==> config.mk <==
export PLATFORM = sky130hd
export DESIGN_NAME = fetch_unit
export DESIGN_NICKNAME = d
export VERILOG_FILES = /design/src/rtl/cpu_pkg.sv /design/src/rtl/next_pc_mux.sv /design/src/rtl/fetch_unit.sv
export SDC_FILE = /design/constraint.sdc
export NUM_CORES = 1
export LEC_CHECK = 0
export ABC_AREA = 1
export CORE_MARGIN = 2
export CORE_UTILIZATION = 40
export DETAILED_ROUTE_END_ITERATION = 7
export MAX_ROUTING_LAYER = met4
export PLACE_DENSITY = 0.71
export RECOVER_POWER = 50
export SYNTH_ARGS = -nofsm -noshare
export SYNTH_HDL_FRONTEND = slang
export SYNTH_SLANG_ARGS = --single-unit
==> constraint.sdc <==
create_clock -name clk -period 3.5 [get_ports clk]
set_clock_uncertainty 0.15 [all_clocks]
set_input_delay 0.7 -clock clk [delete_from_list [all_inputs] [get_ports clk]]
set_output_delay 0.7 -clock clk [all_outputs]
set_load 0.02 [all_outputs]
==> src/rtl/cpu_pkg.sv <==
// rtl/cpu_pkg.sv - shared CPU encodings: pc_src selects, opcodes, fetch FSM states.
package cpu_pkg;

  localparam logic [1:0] PCSRC_PLUS4  = 2'b00;
  localparam logic [1:0] PCSRC_BRANCH = 2'b01;
  localparam logic [1:0] PCSRC_JR     = 2'b10;
  localparam logic [1:0] PCSRC_JUMP   = 2'b11;

  localparam logic [5:0] OP_ADD  = 6'b000000;
  localparam logic [5:0] OP_ADDI = 6'b000001;
  localparam logic [5:0] OP_J    = 6'b000010;
  localparam logic [5:0] OP_JAL  = 6'b000011;
  localparam logic [5:0] OP_BEQ  = 6'b000100;
  localparam logic [5:0] OP_JR   = 6'b000101;
  localparam logic [5:0] OP_LW   = 6'b100011;
  localparam logic [5:0] OP_SW   = 6'b101011;
  localparam logic [5:0] OP_HALT = 6'b111111;

  localparam logic [31:0] HALT_INSTR = {OP_HALT, 26'b0};

  typedef enum logic {
    ST_FETCH = 1'b0,
    ST_READY = 1'b1
  } fetch_state_t;

endpackage

==> src/rtl/next_pc_mux.sv <==
// rtl/next_pc_mux.sv - combinational next-PC select and pc+4 adder.
module next_pc_mux
  import cpu_pkg::*;
(
  input  logic [31:0] pc,
  input  logic [1:0]  pc_src,
  input  logic [31:0] imm_ext,
  input  logic [31:0] rs_data,
  input  logic [31:0] ir,
  output logic [31:0] pc_plus4,
  output logic [31:0] next_pc
);

  always_comb begin
    pc_plus4 = pc + 32'd4;
    next_pc  = pc_plus4;
    case (pc_src)
      PCSRC_PLUS4:  next_pc = pc_plus4;
      PCSRC_BRANCH: next_pc = pc_plus4 + (imm_ext << 2);
      PCSRC_JR:     next_pc = rs_data & 32'hFFFF_FFFC;
      // Jump keeps the region bits of pc+4 and the word index from ir[25:0].
      PCSRC_JUMP:   next_pc = {pc_plus4[31:28], 28'(ir << 2)};
      default:      next_pc = pc_plus4;
    endcase
  end

endmodule

==> src/rtl/fetch_unit.sv <==
// rtl/fetch_unit.sv - instruction fetch stage: PC, IR and req/ack imem handshake.
// Optional fetch timeout enabled by defining FETCH_TIMEOUT_EN.
module fetch_unit
  import cpu_pkg::*;
#(
  parameter logic [31:0] RESET_PC       = 32'h0000_0000,
  parameter int          TIMEOUT_CYCLES = 16
) (
  input  logic        clk,
  input  logic        reset,
  input  logic        pc_wre,
  input  logic [1:0]  pc_src,
  input  logic [31:0] imm_ext,
  input  logic [31:0] rs_data,
  input  logic        imem_ack,
  input  logic [31:0] imem_rdata,
  output logic        imem_req,
  output logic [31:0] imem_addr,
  output logic [31:0] pc,
  output logic [31:0] pc_plus4,
  output logic [31:0] ir,
  output logic [5:0]  op,
  output logic        ir_valid,
  output logic        fetch_err
);

  if (TIMEOUT_CYCLES < 1) begin : g_bad_timeout
    $error("TIMEOUT_CYCLES must be at least 1");
  end

  fetch_state_t state;
  logic [31:0]  next_pc;

  next_pc_mux u_next_pc_mux (
    .pc       (pc),
    .pc_src   (pc_src),
    .imm_ext  (imm_ext),
    .rs_data  (rs_data),
    .ir       (ir),
    .pc_plus4 (pc_plus4),
    .next_pc  (next_pc)
  );

  assign imem_addr = pc;
  assign op        = ir[31:26];

`ifdef FETCH_TIMEOUT_EN
  localparam int TO_W = $clog2(TIMEOUT_CYCLES + 1);
  logic [TO_W-1:0] to_cnt;
`else
  assign fetch_err = 1'b0;
`endif

  always_ff @(posedge clk or posedge reset) begin
    if (reset) begin
      state    <= ST_FETCH;
      pc       <= RESET_PC;
      ir       <= '0;
      imem_req <= 1'b0;
      ir_valid <= 1'b0;
`ifdef FETCH_TIMEOUT_EN
      to_cnt    <= '0;
      fetch_err <= 1'b0;
`endif
    end else begin
      case (state)
        ST_FETCH: begin
          // Only the edge right after reset sees req low; raise it without sampling ack.
          if (!imem_req) begin
            imem_req <= 1'b1;
          end else if (imem_ack) begin
            ir       <= imem_rdata;
            imem_req <= 1'b0;
            ir_valid <= 1'b1;
            state    <= ST_READY;
`ifdef FETCH_TIMEOUT_EN
          end else if (to_cnt == TO_W'(TIMEOUT_CYCLES - 1)) begin
            ir        <= HALT_INSTR;
            fetch_err <= 1'b1;
            imem_req  <= 1'b0;
            ir_valid  <= 1'b1;
            state     <= ST_READY;
          end else begin
            to_cnt <= to_cnt + 1'b1;
`endif
          end
        end
        ST_READY: begin
          if (pc_wre) begin
            pc       <= next_pc;
            ir_valid <= 1'b0;
            imem_req <= 1'b1;
            state    <= ST_FETCH;
`ifdef FETCH_TIMEOUT_EN
            to_cnt   <= '0;
`endif
          end
        end
        default: state <= ST_FETCH;
      endcase
    end
  end

endmodule

==> results of run 1 <==
[per-stage QoR]
step,area (um^2),utilization,setup WS (ns)
global route,9360,0.585,-0.0217
global placement,8980,0.561,0.233
CTS,9260,0.579,0.0172
floorplan,6630,-,0.328
finish,9360,0.585,0.0879
detailed placement,8980,0.561,0.162
[where the power goes]
group / switching (W) / leakage [nW] / internal [W]
Sequential: 0.000461 / 0.778 / 0.00112
Combinational: 0.00334 / 3.74 / 0.00237
Clock: 0.000371 / 0.132 / 0.000485
Total: 0.00417 / 4.65 / 0.00398
[cells by family after synthesis]
kind of cell	share of synthesized area
AOI/OAI and AO/OA	0.104
muxes	0.0512
adders and majority gates	0.0675
DFF	0.246
xor gates and xnor gates	0.0311
buffers and inverters	0.141
and+or+nand+nor	0.358
other	0.000568
[synthesized netlist by cell type, types with 17 or more instances]
master	count	area, um^2
buf_4	43	323
nand2_1	334	1250
o21ai_0	39	195
a21oi_1	51	255
nand3_1	53	265
ha_1	34	425
mux2_2	30	338
dfrtp_1	65	1630
nor2_1	71	267
inv_1	133	499
nand4_1	17	106
[final timing paths]
| check | start | cells past startpoint | endpoint | slack [ns] |
|---|---|---|---|---|
| worst max register to register | imem_addr[3] | 20 | imem_addr[26] | 0.22 |
| min in group asynchronous | reset | 2 | imem_addr[30] | 0.66 |
| max in group asynchronous | reset | 3 | imem_addr[14] | 0.72 |
| worst min register to register | ir_valid | 2 | ir_valid | 0.33 |
| worst min-delay path | ir_valid | 2 | ir_valid | 0.33 |
| worst max-delay path | imem_addr[3] | 7 | pc_plus4[8] | 0.09 |
[repair_timing]
action	4_1_cts	5_1_grt
resized for setup	0	28
endpoints found under the setup margin	0	22
setup buffers	0	1
endpoints found under the hold margin	0	0
[state kept, by name (all words and copies together), names as in the netlist]
register   count
imem_addr     30
ir_valid       1
ir            32
imem_req       1
state          1
[layout make-up]
cell class	count	area, um^2
fill	1554	6640
sequential	65	1630
timing repair buffer	252	2480
clock buffer	9	225
multi-input combinational	747	4160
tap	216	270
inverter	141	529
clock inverter	7	55.1
[cells in the final DEF (no fill, tap or decap), types with 22 or more instances in the layout]
| cell | netlist | layout |
|---|---|---|
| nand2_1 | 334 | 333 |
| clkdlybuf4s50_1 | 0 | 180 |
| inv_1 | 133 | 133 |
| nor2_1 | 71 | 66 |
| dfrtp_1 | 65 | 61 |
| nand3_1 | 53 | 52 |
| a21oi_1 | 51 | 50 |
| dlygate4sd3_1 | 0 | 41 |
| o21ai_0 | 39 | 38 |
| mux2_2 | 30 | 30 |
| ha_1 | 34 | 30 |
| buf_4 | 43 | 22 |
[routing by layer]
layer,share of wire,GRT usage
met5,0,-
met4,0.019,0.0669
met3,0.092,0.0467
met2,0.46,0.428
met1,0.43,0.368
[critical path: stages (launching register included)]
cell and delay, ns:
dfrtp_1 0.35, ha_1 0.20, nand2_1 0.15, nor3_1 0.23, buf_4 0.16, xor2_1 0.32, buf_4 0.21, clkdlybuf4s50_1 0.60
==> results.yml, run 1 <==
status:
  status: "finished, final reports clean"
route:
  num_vias: 7198
  viasPerCell: 5.01
  remaining_drc_errors: 0
  ant_nets: 0
  drtPass1Iterations: 6
  wl_per_cell_um: 16.5
  routed_wl_um: 23700
  first_iter_violations: 594
floorplanning:
  placementRows: 46
  die-width_um: 132
  die_h_um: 132
  design.die.area_um2: 17600
  io_pins: 239
  core_area_um2: 16000
  start_util: 0.413
worst_setup_path:
  cp_max_fo: 2
  critPathKind: "flip-flop to primary output"
  end_kind: "primary output"
  required_ns: 2.65
  worstPathArrival_ns: 2.56
  startpoint_type: "flip-flop"
synth:
  ys_seq_elements: 65
  syn_area_um2: 6600
  synth.distinct_cells: 45
  async_flop_share: 1.00
  yosysSeqAreaShare: 0.246
  synthFlopType: "dfrtp_1"
  syn_avg_cell_area_um2: 6.54
  ys_warn_count: 0
  synthCells: 1009
  synth-edff-count: 0
placed_design:
  hpwl_um: 19400
  dp_cells: 1420
  port_buffers: 227
  gp_congestion: 0.951
global_routing:
  grt-ovfl-total: 0
  antenna_found_initial: 0
  grt_max_degree: 56
  grt_pass1_wl_um: 36300
  grt_util_all_layers: 0.273
  grt_pass1_vias: 6768
finish:
  finalNonFillerCells: 1437
  nets: 1353
  drive_gt1_frac: 0.117
  area_growth_pct: 41.7
  antenna_cells: 0
timing:
  relSlewSlack: 0.0704
  worst_pin_slew_ns: 1.39
  setup_viol: 0
  period_share: 0.975
  tns_ns: 0
  hold_ws_ns: 0.330
  finalCriticalPeriod_ns: 3.41
  fmax_mhz: 293
  maxSlewViolCount: 0
  hold_viol_final: 0
min_path:
  hp-class: "flip-flop to flip-flop"
pwr:
  cellPowerDensity_nw_per_um2: 871
  ir_drop_v: 0.000516
  p_leak_nw: 4.65
  total_power_w: 0.00815
clock_tree:
  clock_sinks: 65
  hold_buffers: 0
  cts-root-buf: "clkbuf_16"
  clock_insertion_delay_worst_skew_ns: 0.34
  path_clk_slew_ns: 0.06
  cts_tree: "built"
  htreeDepth: 3
  cts_inserted_buffers: 9
  clk_path_buf_depth: 2
flow_run:
  cap_violations: 0
(Power assumes the default switching activity.)
==> run 2, diff against run 1 <==
Settings changed: PLACE_DENSITY 0.71 to 0.7.
==> run 2 against run 1 <==
First-iteration DRC count increased by 26%; critical path type unchanged; largest cell class unchanged; clock power down 0.6%; wire length shrank 0.48%; die area stayed put; non-clock buffer count is 3 lower; critical path depth decreased by 1; flip-flop and latch count unchanged.
==> results.yml, run 2 (synthesized netlist as in run 1, its figures left out) <==
status:
  status: "finished, final reports clean"
worst_setup_path:
  setup.worst_path.start: "imem_addr[9]"
  required_ns: 2.65
  end_kind: "primary output"
  cp_max_fo: 5
  critPathKind: "flip-flop to primary output"
  worstPathArrival_ns: 2.59
  startpoint_type: "flip-flop"
  r2r-start: "imem_addr[2]"
floorplanning:
  die_h_um: 132
  design.die.area_um2: 17600
  start_util: 0.413
  core_area_um2: 16000
  placementRows: 46
  die-width_um: 132
  io_pins: 239
timing:
  relSlewSlack: 0.0632
  setup_ws_ns: 0.0561
  finalCriticalPeriod_ns: 3.44
  hold_viol_final: 0
  worst_pin_slew_ns: 1.41
  rsz0062_at_grt: "true"
  fmax_mhz: 290
  setup_viol: 0
  period_share: 0.984
  maxSlewViolCount: 0
placed_design:
  hpwl_um: 19000
  gp_congestion: 0.934
  pre_cts_slack_ns: 0.185
  dp_cells: 1416
  dpl_cell_area_um2: 8940
  port_buffers: 227
route:
  routed_wl_um: 23600
  drtPass1Iterations: 6
  viasPerCell: 5.00
  remaining_drc_errors: 0
  num_vias: 7170
  ant_nets: 0
  wl_per_cell_um: 16.5
  first_iter_violations: 748
pwr:
  cellPowerDensity_nw_per_um2: 873
  p_leak_nw: 4.61
  ir_drop_v: 0.000526
finish:
  antenna_cells: 0
  drive_gt1_frac: 0.114
  largest_reg_flops: 32
  largest-register: "ir"
  area_growth_pct: 40.9
  nets: 1350
  design_area_um2: 9310
  postLayoutCoreUtil: 0.582
  most-common-layout-cells: "nand2_1, clkdlybuf4s50_1, inv_1"
  finalNonFillerCells: 1434
  final_common_cell: "nand2_1"
clock_tree:
  cts_inserted_buffers: 9
  cts-root-buf: "clkbuf_16"
  clock_insertion_delay_worst_skew_ns: 0.34
  cts_tree: "built"
  clk_path_buf_depth: 2
  htreeDepth: 3
  clock_sinks: 65
  path_clk_slew_ns: 0.06
global_routing:
  grt_pass1_vias: 6719
  grt_pass1_wl_um: 36200
  gr-usage-met1: 0.366
  grt.busiest_layer: "met2"
  grt.met3_usage: 0.0487
  use_met2: 0.431
  grt_max_degree: 41
  antenna_found_initial: 0
  grt-ovfl-total: 0
  grt_util_all_layers: 0.272
min_path:
  hp-class: "flip-flop to flip-flop"
  hp-start: "ir_valid"
flow_run:
  cap_violations: 0
## run 2: cell types whose count changed in the layout (fill, tap and decap cells not counted), sizes merged
cell	previous run	this run
clkbuf	11	12
clkdlybuf4s50	180	194
buf	23	20
dlygate4sd3	41	29
dlymetal6s2s	6	3
clkinv	7	9
dlygate4sd2	0	1
clkinvlp	2	1
inv	139	137
## run 2: routing by layer
metal	share of wire	wire length (um)	up-vias
li1	-	-	3584
met1	0.45	10500	3254
met2	0.46	10800	308
met3	0.084	1990	24
met4	0.013	316	0
met5	0	0	-
## run 2: timing repair
item | 4_1_cts | 5_1_grt
cloned | 0 | 0
gates resized for setup | 1 | 23
endpoints found under the setup margin | 1 | 21
hold buffers | 0 | 0
pin swaps | 0 | 2
setup buffers | 0 | 2
## run 2: power breakdown
part | internal (W) | switching (W) | leakage [nW] | total, W
logic | 0.00237 | 0.00330 | 3.69 | 0.00567
clock network | 0.000499 | 0.000352 | 0.138 | 0.000851
registers | 0.00112 | 0.000484 | 0.779 | 0.00160
total | 0.00399 | 0.00414 | 4.61 | 0.00813
## run 2: metrics by stage
step,total power [W],hold WS [ns],TNS (ns)
floorplan,0.00502,0.443,0
global placement,0.00717,0.313,0
detailed placement,0.00722,0.323,0
CTS,0.00811,0.342,0
global route,0.00871,0.383,-0.160
finish,0.00813,0.332,0
## run 2: worst paths after layout
| kind | to | slack, ns | depth (start not counted) |
|---|---|---|---|
| max in group asynchronous | imem_addr[11] | 0.65 | 3 |
| worst min-delay path | ir_valid | 0.33 | 2 |
| worst max register to register | imem_addr[29] | 0.18 | 22 |
| worst max-delay path | pc_plus4[17] | 0.06 | 6 |
| min in group asynchronous | ir[21] | 0.96 | 2 |
| worst min register to register | ir_valid | 0.33 | 2 |
## run 2: area by class of cell
cell class                      count  area (um^2)
Multi-Input combinational cell    747         4160
Fill cell                        1580         6700
Timing Repair Buffer              249         2440
Clock inverter                      6         43.8
Sequential cell                    65         1630
Inverter                          141          529
Clock buffer                       10          239
Tap cell                          216          270
## run 2: critical path, stage by stage (launching register included)
cell and delay (ns):
dfrtp_1 0.45, nand2_1 0.17, nor2_2 0.23, nand2_2 0.10, nor2_4 0.17, xor2_1 0.42
clkdlybuf4s50_1 0.72
==> run 3, diff against run 2 <==
Settings changed: CORE_ASPECT_RATIO set to 1.75, GPL_TIMING_DRIVEN set to 0.
==> run 3 against run 2 <==
Via count increased by 4.6%; critical path depth increased by 2; wire length increased by 9.0%; power increased by 6.8%; highest routed layer unchanged; clock power increased by 17%; worst hold slack improved by 0.014 ns; register-to-register slack about the same; non-clock buffer count increased by 47; final cell count increased by 1.6%; sequential share of layout area decreased by 0.66 points; setup slack improved by 0.025 ns.
==> results.yml, run 3 (synthesized netlist as in run 1, its figures left out) <==
floorplanning:
  placementRows: 62
  start_util: 0.405
  core_area_um2: 16300
  io_pins: 239
  die-width_um: 101
  design.die.area_um2: 17600
  die_h_um: 174
route:
  num_vias: 7499
  drtPass1Iterations: 5
  remaining_drc_errors: 0
  viasPerCell: 5.15
  first_iter_violations: 479
  wl_per_cell_um: 17.6
  routed_wl_um: 25700
  ant_nets: 0
worst_setup_path:
  rrSetupSlack_ns: 0.17
  startpoint_type: "flip-flop"
  cp_max_fo: 5
  end_kind: "primary output"
  r2r_cells: 20
  r2r-start: "imem_addr[3]"
  worstPathArrival_ns: 2.57
  cpLargestDelayFamily: "simple AND/OR/NAND/NOR gates"
  cp_cell_sequence: "ha_2, nand2_2, nor2_4, nand2_4, nor2_8, nand3_4, xnor2_2, clkdlybuf4s50_1"
  setup.worst_path.start: "imem_addr[3]"
  required_ns: 2.65
  path_depth: 8
  endpoint: "pc_plus4[22]"
  critPathKind: "flip-flop to primary output"
  cp_slowest_cell: "clkdlybuf4s50_1"
  r2r_end: "imem_addr[29]"
  cp.buffers_inverters: 1
  critPathMaxStageDelay_ns: 0.67
timing:
  tns_ns: 0
  period_share: 0.977
  setup_ws_ns: 0.0806
  hold_viol_final: 0
  finalCriticalPeriod_ns: 3.42
  worst_pin_slew_ns: 1.44
  fmax_mhz: 292
  rsz0062_at_grt: "false"
  relSlewSlack: 0.0399
  setup_viol: 0
  maxSlewViolCount: 0
clock_tree:
  htreeDepth: 3
  hold_buffers: 0
  path_clk_slew_ns: 0.06
  cts_tree: "built"
  clock_sinks: 65
  clock_insertion_delay_worst_skew_ns: 0.34
  cts-root-buf: "clkbuf_16"
  clk_path_buf_depth: 2
  cts_inserted_buffers: 9
placed_design:
  dp_cells: 1433
  pre_cts_slack_ns: -0.141
  port_buffers: 226
  hpwl_um: 21100
  gp_congestion: 1.02
  dpl_cell_area_um2: 9130
flow_run:
  cap_violations: 0
finish:
  design_area_um2: 9730
  nets: 1397
  postLayoutCoreUtil: 0.597
  largest-register: "ir"
  final_common_cell: "nand2_1"
  fillers: 1532
  drive_gt1_frac: 0.158
  antenna_cells: 0
  finalNonFillerCells: 1457
  largest_reg_flops: 32
  area_growth_pct: 47.3
  most-common-layout-cells: "nand2_1, clkdlybuf4s50_1, inv_1"
global_routing:
  grt_util_all_layers: 0.295
  grt_pass1_wl_um: 38500
  grt_pass1_vias: 7259
  antenna_found_initial: 0
  grt_max_degree: 66
  grt-ovfl-total: 0
status:
  status: "finished, final reports clean"
min_path:
  hp-class: "flip-flop to flip-flop"
pwr:
  cellPowerDensity_nw_per_um2: 892
  p_leak_nw: 4.85
  ir_drop_v: 0.000543
run 3: changes by cell type in the layout (fill, tap and decap cells not counted), sizes merged:
cell / previous run / this run
buf: 20 / 56
bufinv: 0 / 2
clkbuf: 12 / 26
clkdlybuf4s50: 194 / 185
clkinv: 9 / 5
dlygate4sd2: 1 / 0
dlygate4sd3: 29 / 35
dlymetal6s2s: 3 / 6
run 3: per-layer routing:
layer | vias to the layer above | share of wire | track usage
met5 | - | 0 | -
met4 | 0 | 0.039 | 0.105
met3 | 69 | 0.050 | 0.0338
met2 | 297 | 0.54 | 0.541
met1 | 3460 | 0.37 | 0.320
li1 | 3673 | - | -
run 3: repair_timing:
action,CTS,global route
setup buffers,2,6
endpoints found under the hold margin,0,0
pin swaps,0,5
endpoints found under the setup margin,6,28
gates cloned,0,0
resized for setup,6,56
run 3: how the worst min path moves through the flow:
stage	start	endpoint	slack [ns]	cells after the start
after floorplan	ir_valid	ir_valid	0.44	2
after global placement	ir_valid	ir_valid	0.32	2
after detailed placement	ir_valid	ir_valid	0.33	2
after CTS	ir_valid	ir_valid	0.35	2
after global routing	ir_valid	ir_valid	0.40	2
final	ir_valid	ir_valid	0.35	2
run 3: per-stage QoR:
step                      total power (W)  hold WS, ns
after floorplan                   0.00502        0.443
after global placement            0.00746        0.317
after detailed placement          0.00751        0.327
after CTS                         0.00856        0.354
after global routing              0.00923        0.400
final                             0.00868        0.346
run 3: layout make-up:
type / count / area (um^2) / share of cell area
Tap cell: 192 / 240 / 0.0247
Timing Repair Buffer: 234 / 2340 / 0.240
Clock buffer: 12 / 246 / 0.0253
Sequential cell: 65 / 1640 / 0.169
Multi-Input combinational cell: 747 / 4260 / 0.438
Buffer: 62 / 400 / 0.0412
Clock inverter: 4 / 76.3 / 0.00785
Inverter: 141 / 529 / 0.0544
run 3: where the power goes:
group / switching [W] / internal, W
Sequential: 0.000536 / 0.00113
Combinational: 0.00342 / 0.00260
Clock: 0.000351 / 0.000645
Total: 0.00431 / 0.00437
run 3: worst reg2reg max path: stages, from the launching register on:
cell,delay [ns]
dfrtp_1,0.38
ha_2,0.22
nand2_2,0.10
nor2_4,0.17
nand2_4,0.11
nor2_4,0.14
nand3_1,0.10
nand2_1,0.15
inv_1,0.14
ha_2,0.43
nand2_1,0.12
nor2_2,0.18
nand2_1,0.13
nor3_2,0.12
nand2_1,0.15
nand2_1,0.10
nand2_1,0.05
nand3_1,0.11
nand2_1,0.07
nand2_1,0.06
nand2_1,0.05
